==> config.mk <==
export PLATFORM = sky130hd
export DESIGN_NAME = sprite_engine
export DESIGN_NICKNAME = d
export VERILOG_FILES = /design/src/rtl/sprite_engine.sv
export SDC_FILE = /design/constraint.sdc
export NUM_CORES = 1
export LEC_CHECK = 0
export ABC_AREA = 1
export CAP_MARGIN = 40
export CORE_MARGIN = 2
export CORE_UTILIZATION = 39
export DETAILED_ROUTE_END_ITERATION = 10
export DONT_BUFFER_PORTS = 1
export SLEW_MARGIN = 20
export SYNTH_ARGS = -nofsm -noshare
export SYNTH_HDL_FRONTEND = slang
export SYNTH_SLANG_ARGS = --single-unit
==> constraint.sdc <==
create_clock -name clk -period 12 [get_ports clk]
set_input_delay 0.6 -clock clk [delete_from_list [all_inputs] [get_ports clk]]
set_output_delay 0.6 -clock clk [all_outputs]
set_load 0.02 [all_outputs]
==> src/rtl/sprite_engine.sv <==
// sprite_engine: NUM_SPRITES 8-pixel-wide sprites, with each line's rows prefetched during hsync,
// a priority-resolved registered pixel output, and a clear-on-read collision status register.
module sprite_engine #(
  parameter int NUM_SPRITES = 4,
  parameter int SPRITE_H    = 8,
  parameter int ADDR_W      = 7
) (
  input  logic              clk,
  input  logic              reset,
  input  logic              cs,
  input  logic              rw,
  input  logic [ADDR_W-1:0] addr,
  input  logic [7:0]        di,
  output logic [7:0]        dout,
  input  logic [7:0]        hpos,
  input  logic [6:0]        vpos,
  input  logic              hsync,
  input  logic              vsync,
  output logic              pixel,
  output logic [3:0]        color,
  output logic [2:0]        sprite_idx
);
  // state    | meaning
  // ST_IDLE  | waiting for a rising edge of hsync
  // ST_FETCH | loading the line registers of sprite fetch_k
  // ST_DONE  | line fully fetched, waiting for hsync to drop
  localparam logic [1:0] ST_IDLE  = 2'd0;
  localparam logic [1:0] ST_FETCH = 2'd1;
  localparam logic [1:0] ST_DONE  = 2'd2;

  localparam int IDX_W = (NUM_SPRITES > 1) ? $clog2(NUM_SPRITES) : 1;
  localparam logic [IDX_W-1:0]  LAST_K      = IDX_W'(NUM_SPRITES - 1);
  localparam logic [ADDR_W-1:0] STATUS_ADDR = ADDR_W'(NUM_SPRITES * 16);

  logic [7:0] bitmap [NUM_SPRITES][SPRITE_H];
  logic [7:0] pos_x  [NUM_SPRITES];
  logic [6:0] pos_y  [NUM_SPRITES];
  logic [7:0] ctrl   [NUM_SPRITES];

  logic [7:0] row_buf    [NUM_SPRITES];
  logic [7:0] line_x     [NUM_SPRITES];
  logic       line_hflip [NUM_SPRITES];
  logic [3:0] line_color [NUM_SPRITES];

  logic [NUM_SPRITES-1:0] spr_sel;
  logic [NUM_SPRITES-1:0] status;
  logic [7:0]             rd_data;
  logic                   status_rd;

  logic [1:0]       state;
  logic [IDX_W-1:0] fetch_k;
  logic             hsync_q;

  logic [7:0] f_x;
  logic [6:0] f_y;
  logic       f_en;
  logic       f_hflip;
  logic       f_vflip;
  logic [3:0] f_color;
  logic [6:0] f_dy;
  logic [6:0] f_ridx;
  logic [7:0] f_row;

  logic                   active;
  logic [7:0]             dx [NUM_SPRITES];
  logic [NUM_SPRITES-1:0] hits;
  logic [2:0]             win_idx;
  logic [3:0]             win_color;

  always_comb begin
    for (int i = 0; i < NUM_SPRITES; i++) begin
      spr_sel[i] = (addr[ADDR_W-1:4] == (ADDR_W-4)'(i));
    end
  end

  assign status_rd = cs && !rw && (addr == STATUS_ADDR);

  always_comb begin
    rd_data = '0;
    for (int i = 0; i < NUM_SPRITES; i++) begin
      if (spr_sel[i]) begin
        for (int r = 0; r < SPRITE_H; r++) begin
          if (addr[3:0] == 4'(r)) rd_data = bitmap[i][r];
        end
        case (addr[3:0])
          4'd13:   rd_data = pos_x[i];
          4'd14:   rd_data = {1'b0, pos_y[i]};
          4'd15:   rd_data = ctrl[i];
          default: ;
        endcase
      end
    end
    if (addr == STATUS_ADDR) rd_data[NUM_SPRITES-1:0] = status;
  end

  always_ff @(posedge clk) begin
    if (reset) begin
      for (int i = 0; i < NUM_SPRITES; i++) begin
        for (int r = 0; r < SPRITE_H; r++) bitmap[i][r] <= '0;
        pos_x[i] <= '0;
        pos_y[i] <= '0;
        ctrl[i]  <= '0;
      end
    end else if (cs && rw) begin
      for (int i = 0; i < NUM_SPRITES; i++) begin
        if (spr_sel[i]) begin
          for (int r = 0; r < SPRITE_H; r++) begin
            if (addr[3:0] == 4'(r)) bitmap[i][r] <= di;
          end
          case (addr[3:0])
            4'd13:   pos_x[i] <= di;
            4'd14:   pos_y[i] <= di[6:0];
            4'd15:   ctrl[i]  <= {di[7:4], 1'b0, di[2:0]};
            default: ;
          endcase
        end
      end
    end
  end

  always_ff @(posedge clk) begin
    if (reset) begin
      state   <= ST_IDLE;
      fetch_k <= '0;
      hsync_q <= 1'b0;
    end else begin
      hsync_q <= hsync;
      case (state)
        ST_IDLE: begin
          if (hsync && !hsync_q) begin
            state   <= ST_FETCH;
            fetch_k <= '0;
          end
        end
        ST_FETCH: begin
          if (fetch_k == LAST_K) state <= ST_DONE;
          else fetch_k <= fetch_k + IDX_W'(1);
        end
        ST_DONE: begin
          if (!hsync) state <= ST_IDLE;
        end
        default: state <= ST_IDLE;
      endcase
    end
  end

  // Row selection for the next scanline; 7-bit arithmetic gives the Y wrap at 128.
  always_comb begin
    f_x     = '0;
    f_y     = '0;
    f_en    = 1'b0;
    f_hflip = 1'b0;
    f_vflip = 1'b0;
    f_color = '0;
    f_row   = '0;
    for (int i = 0; i < NUM_SPRITES; i++) begin
      if (fetch_k == IDX_W'(i)) begin
        f_x     = pos_x[i];
        f_y     = pos_y[i];
        f_en    = ctrl[i][0];
        f_hflip = ctrl[i][1];
        f_vflip = ctrl[i][2];
        f_color = ctrl[i][7:4];
      end
    end
    f_dy   = vpos + 7'd1 - f_y;
    f_ridx = f_vflip ? 7'(SPRITE_H - 1) - f_dy : f_dy;
    if (f_en && f_dy < 7'(SPRITE_H)) begin
      for (int i = 0; i < NUM_SPRITES; i++) begin
        for (int r = 0; r < SPRITE_H; r++) begin
          if (fetch_k == IDX_W'(i) && f_ridx == 7'(r)) f_row = bitmap[i][r];
        end
      end
    end
  end

  always_ff @(posedge clk) begin
    if (reset) begin
      for (int i = 0; i < NUM_SPRITES; i++) begin
        row_buf[i]    <= '0;
        line_x[i]     <= '0;
        line_hflip[i] <= 1'b0;
        line_color[i] <= '0;
      end
    end else begin
      if (state == ST_FETCH) begin
        for (int i = 0; i < NUM_SPRITES; i++) begin
          if (fetch_k == IDX_W'(i)) begin
            row_buf[i]    <= f_row;
            line_x[i]     <= f_x;
            line_hflip[i] <= f_hflip;
            line_color[i] <= f_color;
          end
        end
      end
      if (vsync) begin
        for (int i = 0; i < NUM_SPRITES; i++) row_buf[i] <= '0;
      end
    end
  end

  assign active = !hsync && !vsync;

  // 8-bit subtraction gives the X wrap at 256; lowest index wins.
  always_comb begin
    hits      = '0;
    win_idx   = '0;
    win_color = '0;
    for (int i = 0; i < NUM_SPRITES; i++) begin
      dx[i] = hpos - line_x[i];
      if (active && dx[i] < 8'd8) begin
        hits[i] = row_buf[i][line_hflip[i] ? 3'd7 - dx[i][2:0] : dx[i][2:0]];
      end
    end
    for (int i = NUM_SPRITES - 1; i >= 0; i--) begin
      if (hits[i]) begin
        win_idx   = 3'(i);
        win_color = line_color[i];
      end
    end
  end

  always_ff @(posedge clk) begin
    if (reset) begin
      pixel      <= 1'b0;
      color      <= '0;
      sprite_idx <= '0;
      status     <= '0;
      dout       <= '0;
    end else begin
      pixel      <= |hits;
      color      <= win_color;
      sprite_idx <= win_idx;
      status     <= (status_rd ? '0 : status) | (($countones(hits) > 1) ? hits : '0);
      if (cs && !rw) dout <= rd_data;
    end
  end

endmodule

==> run metrics <==
kind of critical path flop to flop; dpl cells 4114; post-CTS setup repair buffer count 0; overall global routing resource usage 0.254; Area Growth Syn to Fin 11.6%; status completed; Tcrit/Tclk final 0.645; I/O pins 52; Max-Slew Margin vs Limit 0.442; worst endpoint data arrival time 8.08 ns; Clock Latency Late Sink 0.61 ns; WL final 87600 um; # diodes 0; Setup violations, final 0; Required @ worst endpoint 12.33 ns; Synth area leader edfxtp_1; final std cells w/o fill 4209; final instance area 29000 um^2; Power Density 146 nW/um^2; Psw 1.25 mW; Crit path max-delay family simple AND/OR/NAND/NOR gates; top cell type's share of synthesized area 0.476; startpoint class of the critical path flop; Worst Path Max Fanout 28; leak pwr 12.4 nW; global-route wire length before repair 130000 um; CTS sink cnt 452; Seq/Total Area, Yosys 0.507; clock power share 0.387; Final Max Slew Viols 0; Die Y 262 um; CP max stage delay 0.71 ns; worst r2r src fetch_k[0]$_SDFFE_PP0P_; mean number of vias per cell 5.33; CTS root buf clkbuf_16; Logic pwr share 0.179; Synth Area in Simple Gates 0.249; part of the power in registers 0.434; fraction of layout cells with a size suffix above 1 0.0726; number of antenna violations at the first check in global routing 0; Congestion Overflow GR 0; count of cell types in the netlist 58; vias 22400; number of port buffers 0; dpl hpwl 62100 um; EDFF count, synth 412; Core Rows 94; post-CTS sizing 0; # DRC 0; maximum clock frequency 0.129 GHz; dpl ws 4.37 ns; Initial DRC Count 2564; WL/cell 20.8 um; CTS tree yes; Final GP Congestion 0.961; hold slack 0.0508 ns; vias in the first global route 21100; final hold vios 0; Starting Density 0.394; Tmin final 7.75 ns; count of state elements after synthesis 452; Yosys Warn Count 0; main area contributors after synthesis edfxtp_1, nand2_1, inv_1; largest net degree at the start of global routing 45; slowest CP cell ha_1; Detailed Routing Iterations Pass 1 6; adder-cell share of the synthesized area 0.0263; setup ws final 4.25 ns; die area 68700 um^2; Int Pwr 2.98 mW; slew at the pin closest to its max-slew limit 0.833 ns; ANT nets after route 0; hold buffer count at cts 0; peak supply drop 78.3 uV; Gate Count Post-Synth 3293; core area 65900 um^2; Buf/Inv on CP 6; Final #Nets 3391; Post-Place Cell Area 27200 um^2; mapped cell area 26000 um^2; XOR/XNOR share of the synthesized area 0.0128; most used cell, CP nand2_1; Worst setup startpoint fetch_k[0]$_SDFFE_PP0P_; number of fill cells 6697; HP Start reset; commonest non-fill, non-tap cell in the layout nand2_1; Hold Crit Class input port to flop; post-synthesis mux area share 0.00236; Switching Fraction 0.296; Synth Net Count 3380; Primary FF master, synth edfxtp_1; crit end category flop; Setup TNS Final 0 ns; Die W 262 um; Synth Area in Compound Gates 0.112; Reg clk slew, reported paths 0.06 ns; Clock Skews 0.0191 ns; CTS H-tree depth 2; most frequent cells in the layout nand2_1, inv_1, nor2_1; largest family of logic cells by synthesized area simple AND/OR/NAND/NOR gates; FFs w/ async S/R, synth 0; RSZ-0062 raised after global routing no; CTS Buf Count 50; MaxCap Viol Count 0; post-synthesis average cell area 7.89 um^2; clock tree buffer depth 3
## layer usage
metal  GRT usage  vias to the layer above  wire length, um
met5           0                        -                0
met4      0.0855                        0             2860
li1            -                    10700                -
met2       0.398                     1058            39200
met1       0.349                    10500            36800
met3      0.0533                      174             8780
## path summary, 6_finish.rpt
| path | depth (start not counted) | slack, ns | endpoint |
|---|---|---|---|
| worst max-delay path | 56 | 4.25 | row_buf[1][4]$_SDFFCE_PP0P_ |
| worst min-delay path | 1 | 0.05 | dout[3]$_SDFFE_PP0P_ |
| worst max register to register | 56 | 4.25 | row_buf[1][4]$_SDFFCE_PP0P_ |
| worst min register to register | 2 | 0.47 | row_buf[3][5]$_SDFFE_PP0P_ |
## Yosys cell counts, types with 7 or more instances
cell / number
nand2_1: 924
inv_1: 466
nor2_1: 433
edfxtp_1: 412
o21ai_0: 232
nand3_1: 178
a21oi_1: 170
clkbuf_1: 121
ha_1: 45
dfxtp_1: 40
or2_2: 27
xor2_1: 19
xnor2_1: 17
o21bai_1: 15
a211oi_1: 13
clkinv_1: 12
a221oi_1: 11
nor3_1: 11
inv_2: 10
a22oi_1: 9
nand4_1: 9
o22ai_1: 9
o2111ai_1: 8
buf_1: 7
o21a_1: 7
## cells by family (layout without fill, tap and decap cells)
group                    count (synthesis)  count (layout)
XOR/XNOR                                37              37
AO/OA/AOI/OAI                          513             513
buffers and inverters                  623             675
multiplexers                             6               6
AND/OR/NAND/NOR                       1610            1610
adder cells (fa/ha/maj)                 51              51
flip-flops                             452             452
other                                    1               1
## layout make-up
| type | count | area, um^2 | area share |
|---|---|---|---|
| Sequential cell | 452 | 13200 | 0.454 |
| Multi-Input combinational cell | 2218 | 10500 | 0.362 |
| Inverter | 488 | 1830 | 0.0632 |
| Clock buffer | 65 | 1390 | 0.0479 |
| Tap cell | 864 | 1080 | 0.0373 |
| Timing Repair Buffer | 94 | 674 | 0.0233 |
| Clock inverter | 28 | 362 | 0.0125 |
## state kept, by name (all words and copies together) (netlist names)
signal and count:
bitmap 256, color 4, ctrl 28, dout 8, fetch_k 2, hsync_q 1
line_color 16, line_hflip 4, line_x 32, pixel 1, pos_x 32, pos_y 28
row_buf 32, sprite_idx 2, state 2, status 4
## stage by stage
stage          utilization  power (mW)
2_1_floorplan            -        2.36
3_3_place_gp         0.409        2.60
3_5_place_dp         0.413        2.61
4_1_cts              0.440        4.24
5_1_grt              0.440        4.40
6_report             0.440        4.24
## power groups by stage
stage / clock network [mW] / logic, mW / registers [mW]
global placement: 0 / 0.730 / 1.87
detailed placement: 0 / 0.738 / 1.87
global route: 1.71 / 0.841 / 1.85
finish: 1.64 / 0.757 / 1.84
floorplan: 0 / 0.502 / 1.85
CTS: 1.66 / 0.742 / 1.84
No activity file was read; power rests on OpenSTA's default activity.
